===== config.mk =====
export PLATFORM = sky130hd
export DESIGN_NAME = a5_keystream_gen_flat
export DESIGN_NICKNAME = d
export VERILOG_FILES = /design/src/rtl/a5_keystream_gen_if.sv /design/src/rtl/a5_keystream_gen.sv /design/src/flat_wrapper.sv
export SDC_FILE = /design/constraint.sdc
export NUM_CORES = 1
export LEC_CHECK = 0
export ABC_CLOCK_PERIOD_IN_PS = 8300
export BUFFER_PORTS_ARGS = -buffer_cell sky130_fd_sc_hd__buf_2
export CORE_ASPECT_RATIO = 1.2
export CORE_MARGIN = 2
export CORE_UTILIZATION = 50
export CTS_CLUSTER_SIZE = 10
export DETAILED_ROUTE_END_ITERATION = 6
export GPL_TIMING_DRIVEN = 0
export PLACE_DENSITY = 0.69
export SYNTH_ARGS = -nofsm -noshare
export SYNTH_HDL_FRONTEND = slang
export SYNTH_SLANG_ARGS = --single-unit

===== constraint.sdc =====
create_clock -name clk -period 8.3 [get_ports clk]
set_clock_uncertainty 0.1 [all_clocks]
set_input_delay 0.415 -clock clk [delete_from_list [all_inputs] [get_ports clk]]
set_output_delay 0.415 -clock clk [all_outputs]
set_load 0.005 [all_outputs]

===== src/rtl/a5_keystream_gen_if.sv =====
// Session-control and keystream-stream bundle for a5_keystream_gen.
// master: key-management / consumer side (drives start, Key, frame, num_words, ks_ready).
// slave:  generator side (drives busy, ks_data, ks_valid, done).
interface a5_keystream_gen_if #(
   parameter int unsigned WORD_W = 1
);
   logic              start;
   logic [63:0]       Key;
   logic [21:0]       frame;
   logic [15:0]       num_words;
   logic              busy;
   logic [WORD_W-1:0] ks_data;
   logic              ks_valid;
   logic              ks_ready;
   logic              done;

   modport master (
      output start, Key, frame, num_words, ks_ready,
      input  busy, ks_data, ks_valid, done
   );

   modport slave (
      input  start, Key, frame, num_words, ks_ready,
      output busy, ks_data, ks_valid, done
   );
endinterface


===== src/rtl/a5_keystream_gen.sv =====
// A5/1 keystream generator: loads a session key and frame number into three
// majority-clocked LFSRs, discards MIX_CYCLES steps, then emits num_words
// keystream words of WORD_W bits (first bit in MSB) over valid/ready.
// Ports: clk, rest (sync active-high reset), bus (a5_keystream_gen_if.slave):
//   start/Key/frame/num_words in, busy/ks_data/ks_valid/done out, ks_ready in.
module a5_keystream_gen #(
   parameter int unsigned WORD_W     = 1,
   parameter int unsigned MIX_CYCLES = 100
) (
   input logic            clk,
   input logic            rest,
   a5_keystream_gen_if.slave bus
);
   localparam int unsigned R1_W      = 19;
   localparam int unsigned R2_W      = 22;
   localparam int unsigned R3_W      = 23;
   localparam int unsigned KEY_W     = 64;
   localparam int unsigned FRAME_W   = 22;
   localparam int unsigned NUM_W     = 16;
   localparam int unsigned CNT_W     = 32;
   localparam int unsigned BIT_CNT_W = (WORD_W > 1) ? $clog2(WORD_W) : 1;

   typedef enum logic [2:0] {IDLE, LOAD_KEY, LOAD_FRAME, MIX, GEN} state_t;

   state_t               state;
   logic [R1_W-1:0]      r1;
   logic [R2_W-1:0]      r2;
   logic [R3_W-1:0]      r3;
   logic [KEY_W-1:0]     key_q;
   logic [FRAME_W-1:0]   frame_q;
   logic [CNT_W-1:0]     cnt;
   logic [BIT_CNT_W-1:0] bit_cnt;
   logic [NUM_W-1:0]     gen_left;   // words still to be generated
   logic [NUM_W-1:0]     hs_left;    // words still to be handed over
   logic [WORD_W-1:0]    acc;

   logic                 fb1, fb2, fb3, maj, load_bit, ks_bit;
   logic                 handshake, advance, word_done;
   logic [R1_W-1:0]      r1_load, r1_maj;
   logic [R2_W-1:0]      r2_load, r2_maj;
   logic [R3_W-1:0]      r3_load, r3_maj;
   logic [WORD_W-1:0]    word_next;

   // Next-state candidates for the three registers in load and majority modes.
   always_comb begin
      fb1       = r1[18] ^ r1[17] ^ r1[16] ^ r1[13];
      fb2       = r2[21] ^ r2[20];
      fb3       = r3[22] ^ r3[21] ^ r3[20] ^ r3[7];
      maj       = (r1[8] & r2[10]) | (r1[8] & r3[10]) | (r2[10] & r3[10]);
      // key/frame are shifted right each load step so bit 0 is always the next one
      load_bit  = (state == LOAD_KEY) ? key_q[0] : frame_q[0];
      r1_load   = {r1[R1_W-2:0], fb1 ^ load_bit};
      r2_load   = {r2[R2_W-2:0], fb2 ^ load_bit};
      r3_load   = {r3[R3_W-2:0], fb3 ^ load_bit};
      r1_maj    = (r1[8]  == maj) ? {r1[R1_W-2:0], fb1} : r1;
      r2_maj    = (r2[10] == maj) ? {r2[R2_W-2:0], fb2} : r2;
      r3_maj    = (r3[10] == maj) ? {r3[R3_W-2:0], fb3} : r3;
      ks_bit    = r1_maj[R1_W-1] ^ r2_maj[R2_W-1] ^ r3_maj[R3_W-1];
      // truncation keeps the low WORD_W bits: accumulator shifted left, new bit at LSB
      word_next = WORD_W'({acc, ks_bit});
      handshake = bus.ks_valid & bus.ks_ready;
      // stalled while a word waits unaccepted; stop once every word is generated
      advance   = (gen_left != '0) & ~(bus.ks_valid & ~bus.ks_ready);
      word_done = advance & (bit_cnt == BIT_CNT_W'(WORD_W - 1));
   end

   // Session FSM, LFSR state and registered outputs.
   always_ff @(posedge clk) begin
      if (rest) begin
         state        <= IDLE;
         r1           <= '0;
         r2           <= '0;
         r3           <= '0;
         key_q        <= '0;
         frame_q      <= '0;
         cnt          <= '0;
         bit_cnt      <= '0;
         gen_left     <= '0;
         hs_left      <= '0;
         acc          <= '0;
         bus.busy     <= 1'b0;
         bus.ks_data  <= '0;
         bus.ks_valid <= 1'b0;
         bus.done     <= 1'b0;
      end else begin
         bus.done <= 1'b0;
         case (state)
            IDLE: begin
               if (bus.start) begin
                  r1       <= '0;
                  r2       <= '0;
                  r3       <= '0;
                  key_q    <= bus.Key;
                  frame_q  <= bus.frame;
                  gen_left <= bus.num_words;
                  hs_left  <= bus.num_words;
                  cnt      <= '0;
                  bit_cnt  <= '0;
                  acc      <= '0;
                  bus.busy <= 1'b1;
                  state    <= LOAD_KEY;
               end
            end
            LOAD_KEY: begin
               r1    <= r1_load;
               r2    <= r2_load;
               r3    <= r3_load;
               key_q <= key_q >> 1;
               if (cnt == CNT_W'(KEY_W - 1)) begin
                  cnt   <= '0;
                  state <= LOAD_FRAME;
               end else begin
                  cnt <= cnt + CNT_W'(1);
               end
            end
            LOAD_FRAME: begin
               r1      <= r1_load;
               r2      <= r2_load;
               r3      <= r3_load;
               frame_q <= frame_q >> 1;
               if (cnt == CNT_W'(FRAME_W - 1)) begin
                  cnt   <= '0;
                  state <= MIX;
               end else begin
                  cnt <= cnt + CNT_W'(1);
               end
            end
            MIX: begin
               r1 <= r1_maj;
               r2 <= r2_maj;
               r3 <= r3_maj;
               if (cnt == CNT_W'(MIX_CYCLES - 1)) begin
                  cnt   <= '0;
                  state <= GEN;
               end else begin
                  cnt <= cnt + CNT_W'(1);
               end
            end
            GEN: begin
               if (hs_left == '0) begin
                  // empty session: finish without producing anything
                  bus.done <= 1'b1;
                  bus.busy <= 1'b0;
                  state    <= IDLE;
               end else begin
                  if (advance) begin
                     r1  <= r1_maj;
                     r2  <= r2_maj;
                     r3  <= r3_maj;
                     acc <= word_next;
                     if (word_done) begin
                        bit_cnt     <= '0;
                        bus.ks_data <= word_next;
                        gen_left    <= gen_left - NUM_W'(1);
                     end else begin
                        bit_cnt <= bit_cnt + BIT_CNT_W'(1);
                     end
                  end
                  if (word_done) begin
                     bus.ks_valid <= 1'b1;
                  end else if (handshake) begin
                     bus.ks_valid <= 1'b0;
                  end
                  if (handshake) begin
                     hs_left <= hs_left - NUM_W'(1);
                     if (hs_left == NUM_W'(1)) begin
                        bus.done     <= 1'b1;
                        bus.busy     <= 1'b0;
                        bus.ks_valid <= 1'b0;
                        state        <= IDLE;
                     end
                  end
               end
            end
            default: state <= IDLE;
         endcase
      end
   end
endmodule

===== src/flat_wrapper.sv =====
// flat-port wrapper written by rule: the top's interface ports become plain ports
module a5_keystream_gen_flat 
#(
   parameter int unsigned WORD_W     = 1,
   parameter int unsigned MIX_CYCLES = 100
)
  (clk, rest, bus_start, bus_Key, bus_frame, bus_num_words, bus_ks_ready, bus_busy, bus_ks_data, bus_ks_valid, bus_done);
  a5_keystream_gen_if #(.WORD_W(WORD_W)) bus_i ();
  input logic clk;
  input logic rest;
  input wire logic [$bits(bus_i.start)-1:0] bus_start;
  input wire logic [$bits(bus_i.Key)-1:0] bus_Key;
  input wire logic [$bits(bus_i.frame)-1:0] bus_frame;
  input wire logic [$bits(bus_i.num_words)-1:0] bus_num_words;
  input wire logic [$bits(bus_i.ks_ready)-1:0] bus_ks_ready;
  output wire logic [$bits(bus_i.busy)-1:0] bus_busy;
  output wire logic [$bits(bus_i.ks_data)-1:0] bus_ks_data;
  output wire logic [$bits(bus_i.ks_valid)-1:0] bus_ks_valid;
  output wire logic [$bits(bus_i.done)-1:0] bus_done;
  assign bus_i.start = bus_start;
  assign bus_i.Key = bus_Key;
  assign bus_i.frame = bus_frame;
  assign bus_i.num_words = bus_num_words;
  assign bus_i.ks_ready = bus_ks_ready;
  assign bus_busy = bus_i.busy;
  assign bus_ks_data = bus_i.ks_data;
  assign bus_ks_valid = bus_i.ks_valid;
  assign bus_done = bus_i.done;
  a5_keystream_gen #(.WORD_W(WORD_W), .MIX_CYCLES(MIX_CYCLES)) u_core (.clk(clk), .rest(rest), .bus(bus_i));
endmodule

==> flow_summary_export.csv, run 1 <==
group,metric,value,unit
clocking,cts.reportedPaths.clkPinSlew,60,ps
grt,grt_pass1_wl,45900,um
floorplan,die-height,163,um
clocking,clk-insertion-delay-late,510,ps
clocking,numCtsBuffers,26,
routing,viasPerCell,5.74,
power_and_ir_drop,p_sw,0.00136,W
synthesis,synth.largest_area_cell,"dfxtp_1",
layout,final_nets,1608,
clocking,cts_buffer_depth,3,
setup_path,r2r_end,"u_core.r3[17]$_SDFFE_PP0P_",
place,place_ws,5190,ps
synthesis,synth_cell_types,68,
synthesis,postSynthCellCount,1356,
power_and_ir_drop,combPwrFrac,33.7,%
routing,wire_per_inst,15.5,um
min_path,hp-class,"primary input to register",
grt,antenna_found_initial,2,
power_and_ir_drop,power.density,302,nW/um^2
timing,setup_viol,0,
setup_path,arrival,3420,ps
timing,slew_headroom,43.9,%
setup_path,start_kind,"register",
min_path,hold_depth,3,
clocking,cts.sinks,222,
timing,finalCritPeriodShare,38.0,%
routing,routed_wl,27400,um
synthesis,synth_area_leaders,"dfxtp_1, nand2_1, a311oi_1, nor2_1, a21oi_1",
setup_path,critical_path_class,"register to register",
power_and_ir_drop,internal-power,0.00229,W
routing,first_pass_iters,5,
place,dp_hpwl,19500,um
clocking,cts_resized,0,
layout,seqCellArea,4440,sq um
setup_path,cp.required,8570,ps
floorplan,dieArea,22300,sq um
setup_path,r2r_slack,5140,ps
timing,hold_violations,0,
grt,grt_max_degree,13,
clocking,post_cts_buffers,0,
power_and_ir_drop,p_leak,4.69,nW
routing,drc_errors,0,
setup_path,cp_max_fo,10,
routing,routed-via-count,10100,
job,drv_cap,0,
synthesis,synth_top_cell_area_share,42.2,%
layout,multi_input_area,5560,sq um
place,dpl-instance-area,11400,sq um
synthesis,syn_nets,1472,
layout,syn_to_final_growth,14.9,%
clocking,cts-root-buf,"clkbuf_16",
timing,tightest_slew,835,ps
routing,met1_length,12400,um
synthesis,synth_common_cells,"nand2_1, dfxtp_1, nor2_1",
place,globalplace.congestion,0.929,
layout,n_fill_cell,1952,
timing,drv_slew,0,
synthesis,netlist_area,10500,sq um
power_and_ir_drop,clkPwrFrac,27.0,%
place,dp_cells,1734,
layout,final_cells,1765,
clocking,cts_tree,"done",
layout,drive_gt1_share,11.4,%
timing,setup_tns,0,ps
place,io_buffers,108,
synthesis,avgSynthCellArea,7.77,sq um
routing,met2_wirelength,12800,um
timing,grt_setup_unrepaired,"no",
outcome,status,"finished clean",
synthesis,synth-seq-area-share,42.2,%
floorplan,row_count,58,
synthesis,synth.most_common_cell,"nand2_1",
floorplan,fp.dieW,137,um
floorplan,coreArea,20800,sq um
grt,overflow,0,
routing,postRouteAntennaNets,0,
timing,max_freq,317,MHz
floorplan,initial_core_util,50.6,%
clocking,cts_hold_buffers,0,
timing,period_minus_slack,3160,ps
routing,routed.top_layer,"met5",
layout,design_area,12100,sq um
routing,wl_met3,1420,um
setup_path,endpoint_kind,"register",
min_path,min_from,"bus_Key[63]",
synthesis,yosys_most_used_dff,"dfxtp_1",
floorplan,ios,110,
power_and_ir_drop,p_seq_share,39.3,%
setup_path,reg2reg_depth,9,
min_path,min_to,"u_core.key_q[63]$_SDFFE_PP0P_",
synthesis,synth-seq-cells,222,
grt,grt_pass1_vias,9594,
synthesis,synth_edf_count,0,
setup_path,r2r_start,"u_core.gen_left[0]$_SDFFE_PP0P_",
routing,drt_iter0_markers,640,
timing,layout_setup_ws,5140,ps
synthesis,async_flop_share,0,%
grt,grtUsageTotal,24.7,%
power_and_ir_drop,ir_drop,0.000242,V
layout,n_antenna_cell,0,
clocking,ctsHtreeMaxLevel,1,
synthesis,yosysWarningCount,0,
power_and_ir_drop,swShare,37.2,%
-- power groups by stage --
| stage | Clock (W) | Combinational (W) | Sequential [W] |
|---|---|---|---|
| floorplan | 0 | 0.000916 | 0.00142 |
| global placement | 0 | 0.00121 | 0.00145 |
| detailed placement | 0 | 0.00122 | 0.00145 |
| CTS | 0.00100 | 0.00123 | 0.00143 |
| global route | 0.00104 | 0.00138 | 0.00147 |
| finish | 0.000986 | 0.00123 | 0.00144 |
-- cell families after synthesis --
kind of cell / synth area share (%)
buffers and inverters: 5.00
AND/OR/NAND/NOR: 26.5
XOR/XNOR: 1.25
flip-flops: 42.2
adder cells (fa/ha/maj): 1.28
AO/OA/AOI/OAI: 21.7
multiplexers: 2.09
-- flip-flops by register name, summed over array words and instances, names as in the netlist, 3 cells and up --
register,cells
u_core.r3,23
u_core.state,3
u_core.key_q,64
u_core.frame_q,22
u_core.cnt,32
u_core.gen_left,16
u_core.r2,22
u_core.hs_left,16
u_core.r1,19
-- critical path: stages, from the launching register on --
cell,delay (ps)
dfxtp_1,290
inv_1,150
ha_1,200
or4b_2,590
nor4_1,460
o21ai_1,380
and3_1,330
clkbuf_1,250
nand3_1,170
a21oi_1,80
-- placed cells by master (no fill, tap or decap), drive strengths merged, types with 7 or more instances in the layout --
cell type	Yosys	routed
nor4	17	17
nand4	12	12
o211ai	13	13
a311oi	87	87
o21ai	54	54
nor3	23	23
buf	16	124
nand3	59	59
mux2i	22	22
nor2	160	160
o32ai	7	7
inv	20	20
o21a	9	9
clkbuf	91	121
ha	10	10
a21oi	93	93
o31ai	8	8
and2	25	25
dfxtp	222	222
and3	15	15
nand2	283	283
xnor2	12	12
or3	8	8
-- routing by layer --
layer  vias up  global-route usage [%]
met3        64                    2.98
met5         -                       0
met1      4700                    33.1
li1       5085                       -
met2       285                    41.6
met4         2                    7.58
-- worst max-delay path by stage --
| stage | from | endpoint |
|---|---|---|
| floorplan | u_core.hs_left[4]$_SDFFE_PP0P_ | u_core.r1[10]$_SDFFE_PP0P_ |
| global placement | u_core.gen_left[0]$_SDFFE_PP0P_ | u_core.r1[11]$_SDFFE_PP0P_ |
| detailed placement | u_core.gen_left[0]$_SDFFE_PP0P_ | u_core.r3[17]$_SDFFE_PP0P_ |
| CTS | u_core.gen_left[0]$_SDFFE_PP0P_ | u_core.r3[17]$_SDFFE_PP0P_ |
| global route | u_core.gen_left[0]$_SDFFE_PP0P_ | u_core.r3[17]$_SDFFE_PP0P_ |
| finish | u_core.gen_left[0]$_SDFFE_PP0P_ | u_core.r3[17]$_SDFFE_PP0P_ |
-- stage by stage --
stage / power (W) / hold slack, ps / util (%)
after floorplan: 0.00234 / 332 / -
after global placement: 0.00266 / 339 / 54.8
after detailed placement: 0.00267 / 343 / 54.8
after CTS: 0.00366 / 23.5 / 58.1
after global routing: 0.00389 / 54.8 / 58.1
final: 0.00366 / 37.8 / 58.1
-- cell type report --
class	count	area share, %
clock inverters	1	0.0620
flip-flops and latches	222	36.7
well taps	270	2.79
clock buffers	30	5.67
plain buffers	107	3.73
repair buffers	108	4.46
multi-input cells	1007	46.0
inverters	20	0.620
(Power assumes the default switching activity.)
==> inputs of run 2 (changes only) <==
Settings changed: ABC_CLOCK_PERIOD_IN_PS 8300 to 2550, PLACE_DENSITY 0.69 to 0.72.
Clock period 8.3 ns to 2.55 ns, I/O delays scaled along.
==> run 2 against run 1 <==
  * The flow now finishes with violations (negative setup slack)
  * Highest routed layer is now met4
  * Largest cell class unchanged
  * Core utilization increased by 11 points
  * Via count increased by 10%
  * First-iteration DRC count increased by 46%
  * Register-to-register slack got worse by 5300 ps
  * Critical endpoint is now u_core.hs_left[14]$_SDFFE_PP0P_
  * Sequential power increased to 3.3 times the previous value
  * Design area increased by 18%
==> flow_summary_export.csv, run 2 (synthesis results as in run 1) <==
group,metric,value,unit
setup_path,start_kind,"register",
setup_path,worstPathCellList,"or4_4, or4_4, o31a_1, buf_6, o21ai_4, buf_6, a21oi_2, o21a_1",
timing,max_freq,364,MHz
floorplan,die-height,163,um
clocking,cts-root-buf,"clkbuf_16",
routing,drc_errors,0,
clocking,ctsHtreeMaxLevel,1,
power_and_ir_drop,ir_drop,0.000680,V
timing,tightest_slew,943,ps
outcome,status,"complete, but fails checks",
timing,hold_slack,278,ps
place,io_buffers,108,
layout,largest_register_ffs,64,
grt,grt_pass1_wl,49600,um
clocking,cts_tree,"done",
setup_path,slowest_stage,"or4_4",
layout,n_antenna_cell,0,
grt,grtUsageTotal,26.8,%
floorplan,coreArea,20800,sq um
timing,finalCritPeriodShare,108,%
power_and_ir_drop,power.density,930,nW/um^2
routing,drt_iter0_markers,932,
routing,routed_wl,32000,um
timing,grt_setup_unrepaired,"yes",
setup_path,crit_family,"simple AND/OR/NAND/NOR gates",
timing,drv_slew,0,
power_and_ir_drop,p_leak,5.59,nW
grt,grt_pass1_vias,10600,
power_and_ir_drop,swShare,37.9,%
setup_path,arrival,3060,ps
power_and_ir_drop,p_sw,0.00506,W
place,globalplace.congestion,0.885,
routing,wire_per_inst,16.7,um
floorplan,fp.dieW,137,um
routing,viasPerCell,5.85,
power_and_ir_drop,internal-power,0.00829,W
layout,syn_to_final_growth,36.2,%
setup_path,cp_num_buf_inv,2,
floorplan,row_count,58,
power_and_ir_drop,combPwrFrac,40.5,%
setup_path,critical_path_class,"register to register",
layout,drive_gt1_share,21.6,%
power_and_ir_drop,clkPwrFrac,24.1,%
layout,reg_top3,"u_core.key_q: 64 flops, u_core.cnt: 32 flops, u_core.r3: 23 flops",
grt,grt_max_degree,14,
power_and_ir_drop,design_power_total,0.0133,W
clocking,clk-insertion-delay-late,520,ps
min_path,hp-class,"primary input to register",
outcome,violations,"negative setup slack",
timing,period_minus_slack,2750,ps
floorplan,ios,110,
layout,layout_common_cells,"nand2_1, dfxtp_1, nor2_1, buf_2, dlygate4sd3_1",
layout,largest-register,"u_core.key_q",
setup_path,cp_max_fo,5,
grt,overflow,0,
timing,hold_violations,0,
place,place_ws,-461,ps
clocking,numCtsBuffers,26,
setup_path,max_stage_delay,540,ps
setup_path,endpoint_kind,"register",
routing,first_pass_iters,5,
clocking,cts.sinks,222,
timing,slew_headroom,36.5,%
floorplan,dieArea,22300,sq um
routing,routed-via-count,11200,
place,dp_hpwl,19100,um
timing,setup_viol,95,
timing,setup_tns,-10100,ps
floorplan,initial_core_util,50.6,%
timing,layout_setup_ws,-198,ps
layout,final_nets,1748,
layout,final_common_cell,"nand2_1",
clocking,cts.reportedPaths.clkPinSlew,60,ps
job,drv_cap,0,
setup_path,cp.required,2870,ps
routing,postRouteAntennaNets,0,
grt,antenna_found_initial,0,
power_and_ir_drop,p_seq_share,35.4,%
clocking,cts_buffer_depth,3,
## run 2: cell count changes in the layout (fill, tap and decap cells not counted), sizes merged
cell | previous run | this run
dlygate4sd3 | 0 | 104
clkinvlp | 1 | 0
clkbuf | 121 | 115
clkinv | 0 | 1
buf | 124 | 169
## run 2: metrics by stage
stage	cells	utilization, %	area (sq um)
after CTS	1893	66.2	13800
after global routing	1908	68.9	14300
after global placement	1734	54.8	11400
final	1908	68.9	14300
after detailed placement	1734	54.8	11400
after floorplan	1356	-	10500
## run 2: what timing repair did
action,CTS,global route
endpoints found under the setup margin,167,161
hold buffers,104,0
endpoints found under the hold margin,119,0
cloned,6,3
pin swaps,56,58
buffers inserted,19,15
gates resized for setup,131,146
## run 2: cell type report
type                    instances  area [sq um]
inverters                      20          75.1
well taps                     270           338
plain buffers                 100           546
repair buffers                255          2010
clock inverters                 1          16.3
flip-flops and latches        222          4450
fillers                      1543          6480
clock buffers                  33           687
multi-input cells            1007          6230
## run 2: metal layers
metal	GRT usage, %	vias up	routed length [um]
met3	3.82	107	1790
met4	13.0	0	1210
met2	45.5	439	15600
met1	33.1	5235	13300
met5	0	-	0
li1	-	5385	-
## run 2: path summary, 6_finish.rpt
kind,cells after the start,startpoint,to,slack [ps]
max,8,u_core.hs_left[11]$_SDFFE_PP0P_,u_core.hs_left[14]$_SDFFE_PP0P_,-200
min,3,rest,u_core.state[0]$_SDFFE_PP0P_,280
max reg2reg,8,u_core.hs_left[11]$_SDFFE_PP0P_,u_core.hs_left[14]$_SDFFE_PP0P_,-200
min reg2reg,2,u_core.r1[14]$_SDFFE_PP0P_,u_core.r1[14]$_SDFFE_PP0P_,350
## run 2: tightest hold or removal path: cells and delay by family
family                 cells  cell delay [ps]
buffers and inverters      1              470
AOI/OAI and AO/OA          1               60
and+or+nand+nor            1              190
## run 2: power by group through the flow
stage	Sequential (W)	Combinational (W)	Clock (W)
6_report	0.00473	0.00541	0.00321
5_1_grt	0.00481	0.00586	0.00340
4_1_cts	0.00468	0.00474	0.00325
3_5_place_dp	0.00472	0.00395	0
3_3_place_gp	0.00472	0.00392	0
2_1_floorplan	0.00462	0.00300	0
==> inputs of run 3 (changes only) <==
Settings changed: CORE_UTILIZATION 50 to 48, PLACE_DENSITY 0.72 to unset, PLACE_DENSITY_LB_ADDON set to 0.3.
==> run 3 against run 2 <==
  * The run ends with design-rule violations, negative setup slack left
  * Design area decreased by 2.1%
  * Setup slack got worse by 43 ps
  * Total power decreased by 1.0%
  * Largest power group unchanged
  * Core utilization decreased by 4.0 points
  * Count of clock-buffer cells in the layout unchanged
  * Die area increased by 4.1%
  * Critical path depth unchanged
  * Sequential power about the same
  * Clock power about the same
==> flow_summary_export.csv, run 3 (synthesis results as in run 1) <==
group,metric,value,unit
outcome,status,"complete, but fails checks",
outcome,violations,"design-rule violations, negative setup slack",
layout,final_cells,1903,
floorplan,ios,110,
setup_path,start_kind,"register",
layout,layout_common_cells,"nand2_1, dfxtp_1, nor2_1, buf_2, dlygate4sd3_1",
layout,reg_top3,"u_core.key_q: 64 flops, u_core.cnt: 32 flops, u_core.r3: 23 flops",
power_and_ir_drop,p_seq_share,35.9,%
clocking,cts.reportedPaths.clkPinSlew,50,ps
timing,tightest_slew,796,ps
layout,drive_gt1_share,18.8,%
power_and_ir_drop,ir_drop,0.000688,V
routing,routed-via-count,11100,
place,io_buffers,108,
routing,wire_per_inst,16.8,um
min_path,min_from,"rest",
routing,viasPerCell,5.84,
routing,routed_wl,31900,um
min_path,hold_depth,3,
setup_path,r2r_start,"u_core.hs_left[11]$_SDFFE_PP0P_",
clocking,numCtsBuffers,26,
floorplan,fp.dieW,139,um
job,drv_cap,0,
routing,first_pass_iters,7,
setup_path,cp.required,2890,ps
floorplan,dieArea,23200,sq um
power_and_ir_drop,p_leak,5.54,nW
layout,final_common_cell,"nand2_1",
layout,n_antenna_cell,0,
layout,largest-register,"u_core.key_q",
timing,drv_slew,0,
power_and_ir_drop,power.density,941,nW/um^2
timing,max_freq,358,MHz
timing,setup_tns,-9670,ps
floorplan,coreArea,21600,sq um
floorplan,initial_core_util,48.7,%
setup_path,cp_max_fo,7,
timing,slew_headroom,46.9,%
timing,setup_viol,95,
place,dp_hpwl,19200,um
power_and_ir_drop,p_sw,0.00497,W
timing,hold_slack,296,ps
power_and_ir_drop,swShare,37.6,%
routing,postRouteAntennaNets,0,
floorplan,die-height,166,um
setup_path,r2r_end,"u_core.r2[10]$_SDFFE_PP0P_",
layout,syn_to_final_growth,33.3,%
clocking,ctsHtreeMaxLevel,1,
floorplan,row_count,59,
grt,grt_max_degree,14,
clocking,cts-root-buf,"clkbuf_16",
power_and_ir_drop,design_power_total,0.0132,W
setup_path,max_stage_delay,550,ps
clocking,cts_buffer_depth,3,
setup_path,slowest_stage,"or4_4",
setup_path,r2r_slack,-240,ps
setup_path,arrival,3130,ps
power_and_ir_drop,clkPwrFrac,24.5,%
place,place_ws,-541,ps
clocking,cts_tree,"done",
clocking,clk-insertion-delay-late,540,ps
layout,largest_register_ffs,64,
layout,final_nets,1739,
power_and_ir_drop,internal-power,0.00824,W
grt,overflow,0,
min_path,min_to,"u_core.cnt[23]$_SDFFE_PP0P_",
setup_path,critical_path_class,"register to register",
min_path,hp-class,"primary input to register",
grt,grt_pass1_wl,50800,um
grt,grtUsageTotal,25.7,%
timing,grt_setup_unrepaired,"yes",
setup_path,cp_common_cell,"or4_4",
place,globalplace.congestion,0.871,
power_and_ir_drop,combPwrFrac,39.5,%
clocking,cts.sinks,222,
timing,finalCritPeriodShare,109,%
setup_path,reg2reg_depth,8,
place,dp_cells,1738,
setup_path,worstPathCellList,"or4_4, or4_4, o41a_4, and3_4, buf_4, clkbuf_16, nand2b_4, a21oi_1",
routing,drc_errors,1,
grt,grt_pass1_vias,10700,
timing,hold_violations,0,
timing,layout_setup_ws,-240,ps
timing,period_minus_slack,2790,ps
grt,antenna_found_initial,0,
setup_path,endpoint_kind,"register",
routing,drt_iter0_markers,852,
[run 3: cell count changes in the layout (fill, tap and decap cells not counted), moves of 4 or more]
cell,delta
nand3_2,-9
a21oi_2,-17
nand2_4,-4
buf_8,-5
nand3_4,-7
a21oi_1,+18
buf_4,+5
nand3_1,+16
buf_6,-12
nand2_1,+6
[run 3: what timing repair did]
item / 4_1_cts / 5_1_grt
buffers inserted: 12 / 14
hold buffers: 104 / 0
gates resized for setup: 96 / 114
endpoints found under the hold margin: 120 / 0
gates cloned: 6 / 3
setup endpoints to repair: 167 / 168
pin swaps: 22 / 34
[run 3: layout make-up]
class,count,area (sq um)
clock inverter,1,16.3
buffer,99,548
sequential,222,4450
clock buffer,33,687
multi-input combinational,1007,5980
tap,274,343
timing repair buffer,247,1940
fill,1698,7590
inverter,20,75.1
[run 3: worst max-delay path by stage]
stage	slack (ps)	from	cells past startpoint	end
finish	-240	u_core.hs_left[11]$_SDFFE_PP0P_	8	u_core.r2[10]$_SDFFE_PP0P_
global route	-270	u_core.hs_left[0]$_SDFFE_PP0P_	8	u_core.hs_left[14]$_SDFFE_PP0P_
CTS	-150	u_core.hs_left[0]$_SDFFE_PP0P_	8	u_core.hs_left[14]$_SDFFE_PP0P_
detailed placement	-540	u_core.state[1]$_SDFFE_PP0P_	9	u_core.cnt[25]$_SDFFE_PP0P_
global placement	-440	u_core.gen_left[0]$_SDFFE_PP0P_	9	u_core.r3[12]$_SDFFE_PP0P_
floorplan	-7	u_core.hs_left[3]$_SDFFE_PP0P_	8	u_core.r2[13]$_SDFFE_PP0P_
[run 3: per-layer routing]
layer,track usage (%),wire length (um),vias up
met1,31.8,13200,5172
met4,10.9,1240,0
met3,3.95,1980,122
met5,0,0,-
met2,44.2,15500,465
li1,-,-,5351
[run 3: worst max-delay path: cells and delay by family (launching register included)]
| kind | cells | cell delay, ps |
|---|---|---|
| AOI/OAI and AO/OA | 2 | 580 |
| and+or+nand+nor | 4 | 1340 |
| DFF | 1 | 380 |
| buffers and inverters | 2 | 290 |
[run 3: per-stage QoR]
stage	area (sq um)	utilization, %
final	14000	64.9
after global routing	14000	64.9
after CTS	13500	62.6
after detailed placement	11400	52.8
after global placement	11400	52.8
after floorplan	10500	-
[run 3: power groups by stage]
| stage | Clock, W | Combinational [W] | Sequential, W |
|---|---|---|---|
| floorplan | 0 | 0.00300 | 0.00462 |
| global placement | 0 | 0.00390 | 0.00472 |
| detailed placement | 0 | 0.00396 | 0.00473 |
| CTS | 0.00328 | 0.00455 | 0.00468 |
| global route | 0.00343 | 0.00567 | 0.00482 |
| finish | 0.00324 | 0.00522 | 0.00475 |
